==> config.mk <==
export PLATFORM = sky130hd
export DESIGN_NAME = instr_mem_arbiter
export DESIGN_NICKNAME = d
export VERILOG_FILES = /design/src/rtl/instr_mem_arbiter.sv
export SDC_FILE = /design/constraint.sdc
export NUM_CORES = 1
export LEC_CHECK = 0
export ABC_AREA = 0
export BUFFER_PORTS_ARGS = -buffer_cell sky130_fd_sc_hd__buf_4
export CORE_AREA = 4 4 78 80
export CTS_CLUSTER_DIAMETER = 30
export DETAILED_ROUTE_END_ITERATION = 8
export DIE_AREA = 0 0 82 84
export HOLD_SLACK_MARGIN = 0.15
export PLACE_DENSITY = 0.81
export SLEW_MARGIN = 20
export SYNTH_ARGS = -nofsm -noshare
export SYNTH_HDL_FRONTEND = slang
export SYNTH_SLANG_ARGS = --single-unit
==> constraint.sdc <==
create_clock -name clk -period 5 [get_ports clk]
set_input_delay 0.75 -clock clk [delete_from_list [all_inputs] [get_ports clk]]
set_output_delay 0.75 -clock clk [all_outputs]
set_load 0.05 [all_outputs]
==> src/rtl/instr_mem_arbiter.sv <==
// instr_mem_arbiter: round-robin share of one instruction-memory port between fetch (m0) and trace (m1)
module instr_mem_arbiter #(
  parameter int ADDR_WIDTH = 32,
  parameter int DATA_WIDTH = 32,
  parameter int MAX_OUTSTANDING = 4,
  localparam int CW = $clog2(MAX_OUTSTANDING + 1),
  localparam int PW = MAX_OUTSTANDING > 1 ? $clog2(MAX_OUTSTANDING) : 1
) (
  input  logic                  clk,
  input  logic                  rst,
  input  logic                  m0_req,
  input  logic [ADDR_WIDTH-1:0] m0_addr,
  output logic                  m0_gnt,
  output logic                  m0_rvalid,
  output logic [DATA_WIDTH-1:0] m0_rdata,
  input  logic                  m1_req,
  input  logic [ADDR_WIDTH-1:0] m1_addr,
  output logic                  m1_gnt,
  output logic                  m1_rvalid,
  output logic [DATA_WIDTH-1:0] m1_rdata,
  output logic                  mem_req,
  output logic [ADDR_WIDTH-1:0] mem_addr,
  input  logic                  mem_gnt,
  input  logic                  mem_rvalid,
  input  logic [DATA_WIDTH-1:0] mem_rdata,
  output logic [CW-1:0]         outstanding,
  output logic                  proto_err
);
  logic [MAX_OUTSTANDING-1:0] fifo_q, fifo_d;
  logic [PW-1:0] wr_ptr_q, wr_ptr_d, rd_ptr_q, rd_ptr_d;
  logic [CW-1:0] cnt_q, cnt_d;
  logic locked_q, locked_d, locked_owner_q, locked_owner_d;
  logic last_owner_q, last_owner_d, proto_err_q, proto_err_d;
  logic sel, push, pop, head;

  function automatic logic [PW-1:0] inc(input logic [PW-1:0] p);
    return (p == PW'(MAX_OUTSTANDING - 1)) ? '0 : p + PW'(1);
  endfunction

  // selection, memory request and response routing
  always_comb begin
    sel = locked_q ? locked_owner_q : (m0_req & m1_req) ? ~last_owner_q : m1_req;
    mem_req = (sel ? m1_req : m0_req) & (cnt_q != CW'(MAX_OUTSTANDING)) & ~rst;
    mem_addr = sel ? m1_addr : m0_addr;
    push = mem_req & mem_gnt;
    pop = mem_rvalid & (cnt_q != '0);
    head = fifo_q[rd_ptr_q];
    m0_gnt = push & ~sel;
    m1_gnt = push & sel;
    m0_rvalid = pop & ~head & ~rst;
    m1_rvalid = pop & head & ~rst;
    m0_rdata = mem_rdata;
    m1_rdata = mem_rdata;
    outstanding = cnt_q;
    proto_err = proto_err_q;
  end

  // owner fifo, lock and fairness next state
  always_comb begin
    fifo_d = fifo_q;
    if (push) fifo_d[wr_ptr_q] = sel;
    wr_ptr_d = push ? inc(wr_ptr_q) : wr_ptr_q;
    rd_ptr_d = pop ? inc(rd_ptr_q) : rd_ptr_q;
    cnt_d = cnt_q + CW'(push) - CW'(pop);
    locked_d = mem_req & ~mem_gnt;
    locked_owner_d = sel;
    last_owner_d = push ? sel : last_owner_q;
    proto_err_d = proto_err_q | (mem_rvalid & (cnt_q == '0));
  end

  // state registers; last_owner resets to 1 so m0 wins the first contention
  always_ff @(posedge clk) begin
    if (rst) begin
      fifo_q <= '0;
      wr_ptr_q <= '0;
      rd_ptr_q <= '0;
      cnt_q <= '0;
      locked_q <= 1'b0;
      locked_owner_q <= 1'b0;
      last_owner_q <= 1'b1;
      proto_err_q <= 1'b0;
    end else begin
      fifo_q <= fifo_d;
      wr_ptr_q <= wr_ptr_d;
      rd_ptr_q <= rd_ptr_d;
      cnt_q <= cnt_d;
      locked_q <= locked_d;
      locked_owner_q <= locked_owner_d;
      last_owner_q <= last_owner_d;
      proto_err_q <= proto_err_d;
    end
  end
endmodule

* After elaboration in Yosys (flattened, before gate mapping)
Index checks and enable logic that the tools add are counted.
Word-level totals: word-level logic and storage cells 51, register bits 15, output and inout bits 105, bits of input ports 102
Operators by class: bitwise gates (word level) 19, $add $sub $neg 4, multiplexer cells 11, order comparisons 3, equality and inequality tests 3, reduce and logical (&&, ||, !) cells 3
Operator list (number):
- two-way mux 32 bit | 1
- AND 1 bit | 13
- < comparator 2 x 3 -> 1 bit (second input constant) | 2
- two-way mux 1 bit | 5
- NOT 1 bit | 5
- adder 2 x 1 -> 2 bit (second input constant) | 2
- bitwise mux 4 bit | 1
- == test 2 bit (second input constant) | 2
- two-way mux 2 bit | 2
- adder 3 x 1 -> 3 bit | 1
- zero test 3 bit | 1
- inequality test 3 bit (second input constant) | 1
- nonzero test 3 bit | 1
- subtractor 3 x 1 -> 3 bit | 1
- binary-select mux 1 bit (select 2 bit) | 1
- demux 1 bit (select 2 bit) | 1
- greater-or-equal comparator 2 x 1 -> 1 bit (second input constant) | 1
- logical AND 1 bit | 1
- OR 1 bit | 1

* Depth between registers and ports, before layout
word-level depth 9, gate-level depth with buffers 12

* Least setup slack after synthesis
No wires, ideal clock.
path kind input-to-output, start point input m0_req, end point output m1_gnt, slack 2130 ps, stages on the path 5, arrival 2120 ps, path buffers 0, cell sequence a21boi_0 -> o2111ai_2 -> inv_2 -> nand2_4 -> nor2_1
Between the ends: cells in the longest elaborated chain, start to end 8
RTL lines:
- from (decl) | RTL line 11 | input logic m0_req,
- AND 1 bit | RTL line 42 | sel = locked_q ? locked_owner_q : (m0_req & m1_req) ? ~last_owner_q : m1_req;
- two-way mux 1 bit (2 in series) | RTL line 42
- two-way mux 1 bit (*) | RTL line 43 | mem_req = (sel ? m1_req : m0_req) & (cnt_q != CW'(MAX_OUTSTANDING)) & ~rst;
- AND 1 bit (*) (2 in series) | RTL line 43
- named net mem_req | RTL line 21 | output logic mem_req,
- AND 1 bit (*) | RTL line 45 | push = mem_req & mem_gnt;
- AND 1 bit (*) | RTL line 49 | m1_gnt = push & sel;
- to (decl) | RTL line 18 | output logic m1_gnt,
Mark *: on every way through the listed nets, which the timed path passes. The rest lies on a longest branch.

* Final worst setup path
start point input m1_req, end point output mem_addr[24]
Between the ends: cells in the longest elaborated chain, start to end 4
RTL lines:
- from (decl) | RTL line 16 | input logic m1_req,
- AND 1 bit | RTL line 42
- two-way mux 1 bit (*) (2 in series) | RTL line 42
- two-way mux 32 bit (*) | RTL line 44 | mem_addr = sel ? m1_addr : m0_addr;
- to (decl) | RTL line 22 | output logic [ADDR_WIDTH-1:0] mem_addr,
Mark *: on every way between the ends. The rest lies on a longest branch, timed or not.

==> run summary <==
==========================================================================================
Die Ht                                                                               84 um
Initial antenna violation count                                                          0
Net count of the mapped netlist                                                        291
Width of the die                                                                     82 um
Count of buffers from port buffering                                                   110
Hold buffer count at cts                                                                 0
Routed metal-1 wire length                                                         1.61 mm
Top cells by area in the synthesized netlist                                  buf_4 30%, mux2_2 21%, dfxtp_1 18%
Area of the mapped netlist                                                     0.00168 mm2
Max H-tree Level                                                                         1
Worst rel slew slack                                                                 56.3%
Gate count of the mapped netlist                                                       181
Setup slack on the worst flop-to-flop path                                         2420 ps
Accumulated negative setup slack                                                      0 ps
Count of standard-cell rows                                                             27
Layout area overhead                                                                 26.2%
Later-pin clock latency in the skew report                                          250 ps
TritonCTS sink count                                                                    15
VDD IR-drop max                                                                 0.000191 V
Clock power frac                                                                     13.0%
Post-cts gate resize count                                                               0
Total count of hold-check failures in the final report                                   0
Most common cell after layout, fill and taps aside                                   buf_4
Met3 WL post-DR                                                                     553 um
Buffer type at the clock tree root                                                clkbuf_8
Core area                                                                      0.00541 mm2
Gp weighted congestion                                                               0.781
Antenna diode instance count                                                             0
Routed wire length per instance                                                    16.1 um
Type of the worst setup path                                                        in2out
Clock buffers created by TritonCTS                                                       3
CP cell instances                                                             buf_4 -> nor2b_1 -> a22oi_2 -> buf_4 -> mux2_2 -> buf_4
CTS Buffer Depth                                                                         2
Final Cycle Share                                                                    63.0%
Pre-CTS WS                                                                         1820 ps
Post-route antenna net violation count                                                   0
Total via count after detailed routing                                               1,325
CP Buf/Inv Count                                                                         3
Power after layout                                                                0.765 mW
Clock skew after layout                                                            3.01 ps
Reg2reg path depth                                                                      11
Share of the synthesized area in the top cell type                                   30.0%
Destination of the worst register-to-register timing path                     outstanding[2]$_SDFF_PP0_
Met2 wire length                                                                   2.52 mm
Type of destination of the critical path                                       output port
Global-route usage over all layers                                                   12.4%
Final instance area                                                            0.00212 mm2
Number of vias per cell                                                               4.45
Hold Crit Endpoint                                                            proto_err$_SDFF_PP0_
Cell with the most instances on the worst path                                       buf_4
Highest metal layer used by the detailed router                                       met4
Status                                                                           completed
Slowest-stage cell, CP                                                               buf_4
Count of yosys warnings during synthesis                                                 0
Portion of total power attributed to combinational logic                             64.3%
Final-stage net count                                                                  337
Clock edge transition at the registers on the reported setup and hold paths          60 ps
Internal Power                                                                    0.397 mW
Hold Crit Class                                                                    reg2reg
Instance area at placement                                                     0.00207 mm2
LEAKAGE                                                                            1.03 nW
First-pass detailed-route iteration total                                                4
Post-detailed-routing wire length                                                  4.79 mm
Fill cell count                                                                        558
Setup violators final                                                                    0
Synth cell types                                                                        32
Post-CTS Setup Bufs                                                                      0
Power per cell area                                                             362 mW/mm2
Switching Power                                                                   0.369 mW
Cell type with the highest aggregate area in the netlist                             buf_4
Worst hold slack                                                                    472 ps
Reg-to-reg critical path startpoint                                           outstanding[1]$_SDFF_PP0_
Total I/O pin count                                                                    207
Fmax                                                                             0.317 GHz
Post-route DRC violation count                                                           0
Mean instance size in the synthesized netlist                                     9.27 um2
Data required time at the worst endpoint                                           4250 ps
Area occupied by registers                                                         300 um2
Number of maximum-capacitance violations                                                 0
Residual overflow from global routing                                                    0
Min-delay src                                                                 proto_err$_SDFF_PP0_
Minimum period implied by the final worst setup slack                              3150 ps
RSZ-0062 raised after global routing                                                    no
Combined area of the multi-input logic cells                                       813 um2
Setup crit start kind                                                           input port
Pin count of the biggest net entering global routing                                    28
Net Sw Frac                                                                          48.2%
CP Max Fanout                                                                           27
Slack of the critical path                                                         1850 ps
Number of global-route vias before repair                                            1,331
Number of cells on the worst hold path                                                   2
Longest individual stage delay on the worst path                                    420 ps
Die outline area                                                               0.00689 mm2
Number of synthesized register bits                                                     15
Estimated wirelength of the detail-placed design                                   4.10 mm
Final Instance Count excl. Fillers                                                     298
1st-iter DRT viols                                                                      12
Initial Utilization                                                                  31.0%
Share of cells above drive strength 1                                                69.0%
Family with the most delay on the worst path                                  buffers and inverters
Final count of pins violating max slew                                                   0
Fraction of the core area covered by cells at the end of the flow                    39.2%
CTS tree                                                                               yes
Wire length of the first global-routing pass                                       6.62 mm
Commonest cells after routing, fill and taps aside                            111 x buf_4, 32 x mux2_2, 15 x dfxtp_1
Post-Place Cells                                                                       294
Transition time at the pin with the least slew margin                               650 ps
Sequential element share of the synthesized area                                     17.9%
Share of total power in sequential cells                                             22.7%
Worst path arrival time                                                            2400 ps
==========================================================================================
-- cell families (layout without fill, tap and decap cells) --
| group | Yosys count | in the layout | synth area share [%] |
|---|---|---|---|
| simple gates | 26 | 26 | 8.95 |
| compound gates | 16 | 16 | 7.76 |
| flops | 15 | 15 | 17.9 |
| mux | 35 | 35 | 24.3 |
| buf+inv | 79 | 124 | 33.6 |
| xor+xnor | 2 | 2 | 1.04 |
| fa+ha+maj | 8 | 8 | 6.41 |
-- synthesized netlist by cell type --
cell and number:
a31o_1 1, inv_1 7, nand2_4 1, nor4b_2 1, clkinv_2 1, a21boi_0 1, nor2b_1 3, or2_0 1
mux2_4 1, buf_4 67, o2111ai_2 1, dfxtp_1 15, a21oi_2 1, or3b_1 2, and3_4 1, o31ai_1 5
mux2_2 32, a21oi_1 2, buf_6 2, mux4_2 1, nand2_1 5, mux2i_1 1, ha_1 7, and3_1 1
a22oi_2 1, nor3_1 3, o211ai_1 4, nor2_1 8, xnor2_1 2, inv_2 1, fa_1 1, clkbuf_1 1
-- state kept, by name (all words and copies together), names as in the netlist --
name	flops
fifo_q	4
locked_q	1
wr_ptr_q	2
outstanding	3
locked_owner_q	1
rd_ptr_q	2
last_owner_q	1
proto_err	1
-- tightest hold or removal path: cells and delay by family, from the launching register on --
family          cells  cell delay [ps]
flops               1              320
simple gates        1               70
compound gates      1               40
-- worst max-delay path by stage --
stage / from / end / slack, ps / cells after the start
2_1_floorplan: m0_req / m1_gnt / 2130 / 5
3_3_place_gp: m1_req / mem_addr[4] / 1880 / 6
3_5_place_dp: m1_req / mem_addr[9] / 1820 / 6
4_1_cts: m1_req / mem_addr[9] / 1830 / 6
5_1_grt: m1_req / mem_addr[5] / 1770 / 6
6_report: m1_req / mem_addr[24] / 1850 / 6
-- layer usage --
layer  GRT usage (%)  vias to the layer above
met5               0                        -
met4            3.47                        0
met3            5.29                       20
met2            21.7                       76
met1            13.1                      592
li1                -                      637
-- power by group through the flow --
stage	sequential, mW	combinational, mW	clock [mW]
2_1_floorplan	0.216	0.445	0
3_3_place_gp	0.175	0.484	0
3_5_place_dp	0.176	0.496	0
4_1_cts	0.174	0.498	0.102
5_1_grt	0.178	0.528	0.110
6_report	0.174	0.493	0.0992
-- layout make-up --
cell class,instances,share of cell area [%]
clock buffers,4,2.13
well taps,72,4.26
multi-input cells,87,38.4
repair buffers,111,39.4
inverters,9,1.65
flip-flops and latches,15,14.2
Note: power is estimated with default switching activity, not from simulation.
